## config.mk

```make
export PLATFORM = sky130hd
export DESIGN_NAME = flash_tick_gen
export DESIGN_NICKNAME = d
export VERILOG_FILES = /design/src/rtl/flash_tick_gen.sv
export SDC_FILE = /design/constraint.sdc
export NUM_CORES = 1
export LEC_CHECK = 0
export ABC_AREA = 1
export BUFFER_PORTS_ARGS = -buffer_cell sky130_fd_sc_hd__buf_4
export CORE_ASPECT_RATIO = 2
export CORE_MARGIN = 2
export CORE_UTILIZATION = 61
export DETAILED_ROUTE_END_ITERATION = 10
export PLACE_DENSITY = 0.78
export REMOVE_ABC_BUFFERS = 1
export SLEW_MARGIN = 40
export SYNTH_ARGS = -nofsm -noshare
export SYNTH_HDL_FRONTEND = slang
export SYNTH_SLANG_ARGS = --single-unit
export TNS_END_PERCENT = 5
```

## constraint.sdc

```tcl
create_clock -name clock -period 3.6 [get_ports clock]
set_clock_uncertainty 0.15 [all_clocks]
set_input_delay 0.36 -clock clock [delete_from_list [all_inputs] [get_ports clock]]
set_output_delay 0.36 -clock clock [all_outputs]
set_load 0.03 [all_outputs]
```

## src/rtl/flash_tick_gen.sv

```systemverilog
// ---------------------------------------------------------------------------
// flash_tick_gen
//
// Programmable enable-pulse generator for the flash LED-pattern block. It
// divides the system clock into a one-cycle strobe. The strobe period is one
// of four build-time presets, chosen by board switches. The switches also
// provide pause (run bit low) and single-step (rising edge of the step bit
// while paused).
//
// Build option:
//   FLASH_TICK_GEN_SYNC_EN  defined   -> i_sw goes through a 2-flop
//                                        synchronizer per bit (2 cycles of
//                                        switch-to-effect latency).
//                           undefined -> i_sw is used directly. Use this only
//                                        for simulation or for sources that
//                                        are already synchronous to clock.
//
// Parameters:
//   NB_COUNTER        width of the cycle counter and of the period presets
//   LIMIT_0..LIMIT_3  strobe period in clock cycles for select 00..11
//                     (legal range 2 .. 2^NB_COUNTER-1)
//
// Ports:
//   clock      in   system clock, all logic on its rising edge
//   i_reset    in   synchronous active-low reset
//   i_sw[3:0]  in   [0] run, [2:1] period select, [3] step
//   o_enable   out  registered one-cycle strobe (drives flash.i_enable)
//   o_running  out  registered copy of the effective run bit
//
// Switch handshake: there is none. i_sw is a level input, sampled every
// cycle. o_enable is a single-cycle qualifier with no ready/back-pressure;
// the consumer must act on it in the cycle it is high.
// ---------------------------------------------------------------------------
module flash_tick_gen #(
    parameter int unsigned            NB_COUNTER = 32,
    parameter logic [NB_COUNTER-1:0]  LIMIT_0    = NB_COUNTER'(8),
    parameter logic [NB_COUNTER-1:0]  LIMIT_1    = NB_COUNTER'(16),
    parameter logic [NB_COUNTER-1:0]  LIMIT_2    = NB_COUNTER'(32),
    parameter logic [NB_COUNTER-1:0]  LIMIT_3    = NB_COUNTER'(64)
) (
    input  logic       clock,
    input  logic       i_reset,
    input  logic [3:0] i_sw,
    output logic       o_enable,
    output logic       o_running
);

    // Operating mode is a pure decode of the effective run switch. It is not
    // a stored state: the counter and period registers carry all history.
    typedef enum logic {
        MODE_STOP = 1'b0,
        MODE_RUN  = 1'b1
    } mode_t;

    // -----------------------------------------------------------------------
    // Effective switch value
    // -----------------------------------------------------------------------
    logic [3:0] sw_r;

`ifdef FLASH_TICK_GEN_SYNC_EN
    // Two-flop synchronizer per bit. The flops clear on reset, so the block
    // sees "all switches off" for two cycles after reset is released.
    logic [3:0] sw_meta;
    logic [3:0] sw_sync;

    always_ff @(posedge clock) begin
        if (!i_reset) begin
            sw_meta <= 4'b0000;
            sw_sync <= 4'b0000;
        end else begin
            sw_meta <= i_sw;
            sw_sync <= sw_meta;
        end
    end

    assign sw_r = sw_sync;
`else
    assign sw_r = i_sw;
`endif

    // -----------------------------------------------------------------------
    // Registers
    // -----------------------------------------------------------------------
    logic [NB_COUNTER-1:0] cnt;
    logic [NB_COUNTER-1:0] period_q;
    logic                  step_d;

    logic [NB_COUNTER-1:0] cnt_nxt;
    logic [NB_COUNTER-1:0] period_nxt;
    logic                  enable_nxt;

    // -----------------------------------------------------------------------
    // Decodes
    // -----------------------------------------------------------------------
    mode_t                 mode;
    logic                  step_rise;
    logic                  at_wrap;
    logic [NB_COUNTER-1:0] sel_limit;

    assign mode      = mode_t'(sw_r[0]);
    assign step_rise = sw_r[3] & ~step_d;

    // The wrap test is ">=" rather than "==": a period shortened while
    // paused can leave cnt already past the new terminal count, and that
    // case must wrap on the very next running cycle instead of rolling all
    // the way around the counter.
    assign at_wrap = (cnt >= (period_q - NB_COUNTER'(1)));

    always_comb begin
        sel_limit = LIMIT_0;
        unique case (sw_r[2:1])
            2'b00:   sel_limit = LIMIT_0;
            2'b01:   sel_limit = LIMIT_1;
            2'b10:   sel_limit = LIMIT_2;
            default: sel_limit = LIMIT_3;
        endcase
    end

    // -----------------------------------------------------------------------
    // Next-state logic
    // -----------------------------------------------------------------------
    always_comb begin
        cnt_nxt    = cnt;
        period_nxt = period_q;
        enable_nxt = 1'b0;

        unique case (mode)
            MODE_RUN: begin
                // Select changes are picked up only at the wrap, so the
                // period in progress always finishes with its old length.
                // The step switch has no effect while running.
                if (at_wrap) begin
                    cnt_nxt    = '0;
                    enable_nxt = 1'b1;
                    period_nxt = sel_limit;
                end else begin
                    cnt_nxt = cnt + NB_COUNTER'(1);
                end
            end
            default: begin
                // Paused: cnt holds (pause, not clear) and the period follows
                // the select switches every cycle. A step edge fires one
                // strobe and restarts the count so the next running period
                // is a full one.
                period_nxt = sel_limit;
                if (step_rise) begin
                    cnt_nxt    = '0;
                    enable_nxt = 1'b1;
                end
            end
        endcase
    end

    // -----------------------------------------------------------------------
    // State registers
    // -----------------------------------------------------------------------
    always_ff @(posedge clock) begin
        if (!i_reset) begin
            cnt       <= '0;
            period_q  <= LIMIT_0;
            step_d    <= 1'b0;
            o_enable  <= 1'b0;
            o_running <= 1'b0;
        end else begin
            cnt       <= cnt_nxt;
            period_q  <= period_nxt;
            step_d    <= sw_r[3];
            o_enable  <= enable_nxt;
            o_running <= sw_r[0];
        end
    end

endmodule

```

* After elaboration in Yosys (flattened, before gate mapping)
Index checks and enable logic that the tools add are counted.
** Word-level totals
- Output and inout port bits :: 2
- Bits of input ports :: 6
- Register bits :: 67
** Operators by class
- Add/sub/neg operators :: 2
- Order comparisons :: 1
- Multiplexer cells :: 9
- Bitwise gates (word level) :: 2
- Eq/ne operators :: 3
- Reductions and logical operators :: 2
** Operators with widths (number)
- $mux W32 :: 5
- $add A32 B1 Y32 const B :: 1
- $ge A32 B32 Y1 :: 1
- $sub A32 B1 Y32 const B :: 1
- $pmux W7 S3 :: 1
- $mux W1 :: 3
- $eq A2 B1 Y1 const B :: 1
- $eq A2 B2 Y1 const B :: 1
- $logic_not A2 Y1 :: 1
- $ne A2 B1 Y1 const B :: 1
- $reduce_bool A2 Y1 :: 1
- $and A1 B1 Y1 :: 1
- $not A1 Y1 :: 1

* Longest topological paths before layout
- Depth after elaboration :: 4
- Gate-level depth with buffers :: 16
- Mapped depth without buffers :: 15

* Worst setup path before layout
No wires, ideal clock.
- Kind :: register -> register
- Start :: register period_q[3]
- End :: register cnt[23]
- Path buffers :: 1
- Arrival :: 2.271 ns
- Library setup time :: 0.116 ns
- Clock period less this slack :: 2.537 ns
- Path slack :: 1.063 ns
- Cell stages (with the launch flop) :: 15
- Cells stage by stage :: dfxtp_1 inv_1 ha_1 nand3_1 ha_1 nand2_1 nor2_1 nand2_1 nor3_1 nand2_2 nand2_2 nand2_1 nand2_2 buf_4 nor2_1
** Between the ends
- Word-level cells in the longest chain between the ends :: 4
** RTL lines
- start, declared :: RTL line 85 : logic [NB_COUNTER-1:0] period_q;
- start signal, assigned :: RTL line 166 : period_q <= period_nxt;
- $sub A32 B1 Y32 :: RTL line 107 : assign at_wrap = (cnt >= (period_q - NB_COUNTER'(1)));
- $ge A32 B32 Y1 :: RTL line 107
- $mux W32 :: RTL line 132 : if (at_wrap) begin
- $mux W32 :: RTL line 127 : unique case (mode)
- end signal, assigned :: RTL line 165 : cnt <= cnt_nxt;
- end, declared :: RTL line 84 : logic [NB_COUNTER-1:0] cnt;
Every way passes these cells.
A chain may end at the register's enable or synchronous reset.

* Final worst setup path
Ends and elaborated chain as after synthesis.

==> qor.json <==
{
  "final_layout": {
    "instances_no_fill": 485,
    "antennaDiodeCount": 0,
    "net_count_reported_at_finish": 467,
    "areaGrowthSynthToFinish_pct": 6.051,
    "drive_above_1_share_pct": 9.302,
    "layout.cell_area.non_filler_mm2": 0.003048
  },
  "power_and_ir_drop": {
    "leak_nw": 1.351,
    "design_power_total_uw": 843.0,
    "power-per-cell-area_mw_per_mm2": 276.6,
    "peak_supply_drop_uv": 266.2
  },
  "detailed_routing": {
    "final_routed_wirelength_mm": 6.965,
    "drt_pre_antenna_iters": 4,
    "drc_errors": 0,
    "vias": 2755,
    "routedWlPerCell_um": 14.36,
    "route.antenna.remaining_nets": 0,
    "drt-vias-per-instance": 5.680,
    "detailedRoute.firstIterationViolations": 54
  },
  "placed_design": {
    "placed_cells_incl_taps": 477,
    "place.gp.congestion": 0.9204,
    "portBuffers": 7,
    "place_area_mm2": 0.002967,
    "post-dp-hpwl_mm": 5.512
  },
  "status": {
    "run_status": "complete, no violations"
  },
  "sta": {
    "worst_pin_slew_ps": 688.3,
    "grt_setup_unrepaired": "false",
    "finalSetupViolations": 0,
    "whs_ps": 94.95,
    "slew_headroom_pct": 54.06,
    "setup_tns_ps": 0,
    "max_clk_rate_mhz": 323.1,
    "fin_crit_sh_pct": 85.99,
    "period_minus_slack_ps": 3095,
    "timing.final.max_slew_violations": 0,
    "final_hold_viol_count": 0
  },
  "worst_setup_path": {
    "critical-path-max-stage-delay_ps": 510,
    "critPathArrivalTime_ps": 3180,
    "timing.critical_path.fanout_max": 15,
    "worst_ep_required_time_ps": 3680,
    "critPathLaunchType": "flip-flop",
    "worstPathCellList": "inv_1, ha_1, nand3_1, ha_1, nand2_1, nor2_1, nand2_1, nor2_1, nand2_1, nand2_1, nor2_4, nand2_2, nand2_1, nand2_2, nor2_1",
    "critical_path.reg2reg.startpoint": "period_q[3]",
    "cp_slowest_cell": "sky130_fd_sc_hd__ha_1",
    "path_common_cell": "sky130_fd_sc_hd__nand2_1",
    "worstSetupEndpointType": "flip-flop",
    "timing.critical_path.from": "period_q[3]",
    "crit_type": "reg -> reg"
  },
  "floorplanning": {
    "row_count": 35,
    "die-height_um": 101.1,
    "core_region_area_mm2": 0.004554,
    "floorplan.initialDensity_pct": 63.10,
    "chipWidth_um": 52.54,
    "design.portCount": 8,
    "dieArea_mm2": 0.005310
  },
  "grt": {
    "first_global_vias": 2685,
    "number_of_antenna_violations_at_the_first_check_in_global_routing": 0,
    "grt-ovfl-total": 0,
    "grt_first_pass_wirelength_mm": 11.61,
    "grt.total_usage_pct": 29.35,
    "grt_start_max_net_pins": 26
  },
  "clocking": {
    "cts.repair_timing.setup_buffer_count": 0,
    "cts.clk_slew.worst_paths_ps": 80,
    "cts_resized": 0,
    "cts_max_path_buffers": 2,
    "cts_tree": "yes",
    "clock_latency_late_sink_ps": 300,
    "cts.sink_count": 39,
    "cts_htree_levels": 2,
    "numCtsBuffers": 5,
    "cts.root.buffer_cell": "sky130_fd_sc_hd__clkbuf_8",
    "ctsHoldBuffers": 0
  },
  "synth": {
    "yosys_register_bits": 39,
    "synthAdderAreaFrac_pct": 13.93,
    "share_of_the_synthesized_area_in_compound_gates_ao_oa_aoi_oai_pct": 7.836,
    "ys_seq_area_share_pct": 27.17,
    "synth_top_family_by_area": "simple AND/OR/NAND/NOR gates",
    "yosys-mux-area-fraction_pct": 0,
    "synth_simple_gate_area_share_pct": 37.88,
    "synthXorXnorAreaFrac_pct": 6.704,
    "yosys.cell_types.count": 29,
    "avgSynthCellArea_um2": 6.810,
    "area_of_the_mapped_netlist_mm2": 0.002874,
    "synthCells": 422,
    "synth-warning-count": 0
  },
  "min_path": {
    "min-delay-start": "i_sw[3]",
    "worstHoldPathType": "in -> reg"
  },
  "job": {
    "maxCapViolations": 0
  }
}
-- state kept, by name, indices dropped and copies added, names as in the netlist --
| name | flops |
|---|---|
| period_q | 4 |
| cnt | 32 |
| o_running | 1 |
| step_d | 1 |
| o_enable | 1 |
-- power breakdown --
part / total [mW] / switching, mW / leakage (nW) / internal (mW)
clock network: 0.291 / 0.155 / 0.0422 / 0.136
logic: 0.110 / 0.0728 / 0.993 / 0.0373
registers: 0.442 / 0.00458 / 0.316 / 0.438
-- per-stage QoR --
| step | utilization, % | worst slack (ps) |
|---|---|---|
| after floorplan | - | 936.8 |
| after global placement | 65.14 | 641.4 |
| after detailed placement | 65.14 | 539.2 |
| after CTS | 66.92 | 517.9 |
| after global routing | 66.92 | 221.0 |
| final | 66.92 | 504.5 |
-- path summary, 6_finish.rpt --
kind         endpoint  slack [ps]  cells past startpoint
max           cnt[23]         500                     15
min            step_d          90                      3
max reg2reg   cnt[23]         500                     15
min reg2reg    cnt[1]         360                      2
-- final cells by class --
type | instances | area [µm²]
sequential | 39 | 780.7
inverter | 38 | 142.6
clock inverter | 1 | 5.005
multi-input combinational | 336 | 1907
fill | 424 | 1506
clock buffer | 7 | 76.32
tap | 55 | 68.82
timing repair buffer | 9 | 67.56
-- synth_stat cells --
cell / n / share of area, %
sky130_fd_sc_hd__nand3_2: 2 / 0.70
sky130_fd_sc_hd__nand3_1: 42 / 7.3
sky130_fd_sc_hd__a21boi_0: 2 / 0.52
sky130_fd_sc_hd__clkinv_1: 1 / 0.13
sky130_fd_sc_hd__xor2_1: 12 / 3.7
sky130_fd_sc_hd__nand2_1: 111 / 14
sky130_fd_sc_hd__o21ai_0: 4 / 0.70
sky130_fd_sc_hd__nand4_1: 9 / 2.0
sky130_fd_sc_hd__nand2_2: 9 / 2.0
sky130_fd_sc_hd__clkbuf_1: 2 / 0.26
sky130_fd_sc_hd__buf_1: 1 / 0.13
sky130_fd_sc_hd__nor3_1: 4 / 0.70
sky130_fd_sc_hd__nor2_1: 52 / 6.8
sky130_fd_sc_hd__ha_1: 32 / 14
sky130_fd_sc_hd__nand4_2: 1 / 0.44
sky130_fd_sc_hd__buf_4: 1 / 0.26
sky130_fd_sc_hd__buf_2: 5 / 0.87
sky130_fd_sc_hd__nor2_8: 1 / 0.70
sky130_fd_sc_hd__dfxtp_1: 39 / 27
sky130_fd_sc_hd__nor2_2: 4 / 0.87
sky130_fd_sc_hd__nor2_4: 4 / 1.6
sky130_fd_sc_hd__a21oi_1: 29 / 5.1
sky130_fd_sc_hd__a21o_1: 1 / 0.26
sky130_fd_sc_hd__o21ai_1: 3 / 0.52
sky130_fd_sc_hd__nand2_4: 1 / 0.39
sky130_fd_sc_hd__inv_2: 3 / 0.39
sky130_fd_sc_hd__inv_1: 34 / 4.4
sky130_fd_sc_hd__o21bai_1: 3 / 0.78
sky130_fd_sc_hd__xnor2_1: 10 / 3.0
-- logic make-up (layout without fill, tap and decap cells) --
group,after synthesis,after routing
and+or+nand+nor,240,240
buffers and inverters,47,55
AOI/OAI and AO/OA,42,42
DFF,39,39
adders and majority gates,32,32
xor gates and xnor gates,22,22
-- placed cells by master, fill, tap and decap left out --
| cell | netlist | routed |
|---|---|---|
| sky130_fd_sc_hd__a21boi_0 | 2 | 2 |
| sky130_fd_sc_hd__a21o_1 | 1 | 1 |
| sky130_fd_sc_hd__a21oi_1 | 29 | 29 |
| sky130_fd_sc_hd__buf_4 | 1 | 9 |
| sky130_fd_sc_hd__clkbuf_1 | 2 | 2 |
| sky130_fd_sc_hd__clkbuf_8 | 0 | 5 |
| sky130_fd_sc_hd__clkinv_1 | 1 | 1 |
| sky130_fd_sc_hd__clkinv_2 | 0 | 1 |
| sky130_fd_sc_hd__dfxtp_1 | 39 | 39 |
| sky130_fd_sc_hd__ha_1 | 32 | 32 |
| sky130_fd_sc_hd__inv_1 | 34 | 34 |
| sky130_fd_sc_hd__inv_2 | 3 | 3 |
| sky130_fd_sc_hd__nand2_1 | 111 | 111 |
| sky130_fd_sc_hd__nand2_2 | 9 | 9 |
| sky130_fd_sc_hd__nand2_4 | 1 | 1 |
| sky130_fd_sc_hd__nand3_1 | 42 | 42 |
| sky130_fd_sc_hd__nand3_2 | 2 | 2 |
| sky130_fd_sc_hd__nand4_1 | 9 | 9 |
| sky130_fd_sc_hd__nand4_2 | 1 | 1 |
| sky130_fd_sc_hd__nor2_1 | 52 | 52 |
| sky130_fd_sc_hd__nor2_2 | 4 | 4 |
| sky130_fd_sc_hd__nor2_4 | 4 | 4 |
| sky130_fd_sc_hd__nor2_8 | 1 | 1 |
| sky130_fd_sc_hd__nor3_1 | 4 | 4 |
| sky130_fd_sc_hd__o21ai_0 | 4 | 4 |
| sky130_fd_sc_hd__o21ai_1 | 3 | 3 |
| sky130_fd_sc_hd__o21bai_1 | 3 | 3 |
| sky130_fd_sc_hd__xnor2_1 | 10 | 10 |
| sky130_fd_sc_hd__xor2_1 | 12 | 12 |
-- critical path: cells and delay by family (launching register included) --
kind	cells	cell delay (ps)
flip-flops	1	350
AND/OR/NAND/NOR	12	1780
buffers and inverters	1	70
adder cells (fa/ha/maj)	2	690
-- routing by layer --
| metal | wire length (µm) | GRT usage (%) | part of all wire (%) | vias to the layer above |
|---|---|---|---|---|
| li1 | - | - | - | 1398 |
| met1 | 2473 | 26.32 | 36 | 1252 |
| met2 | 3851 | 54.42 | 55 | 68 |
| met3 | 162 | 5.045 | 2.3 | 37 |
| met4 | 478 | 21.89 | 6.9 | 0 |
| met5 | 0 | 0 | 0 | - |
No activity file was read; power rests on OpenSTA's default activity.
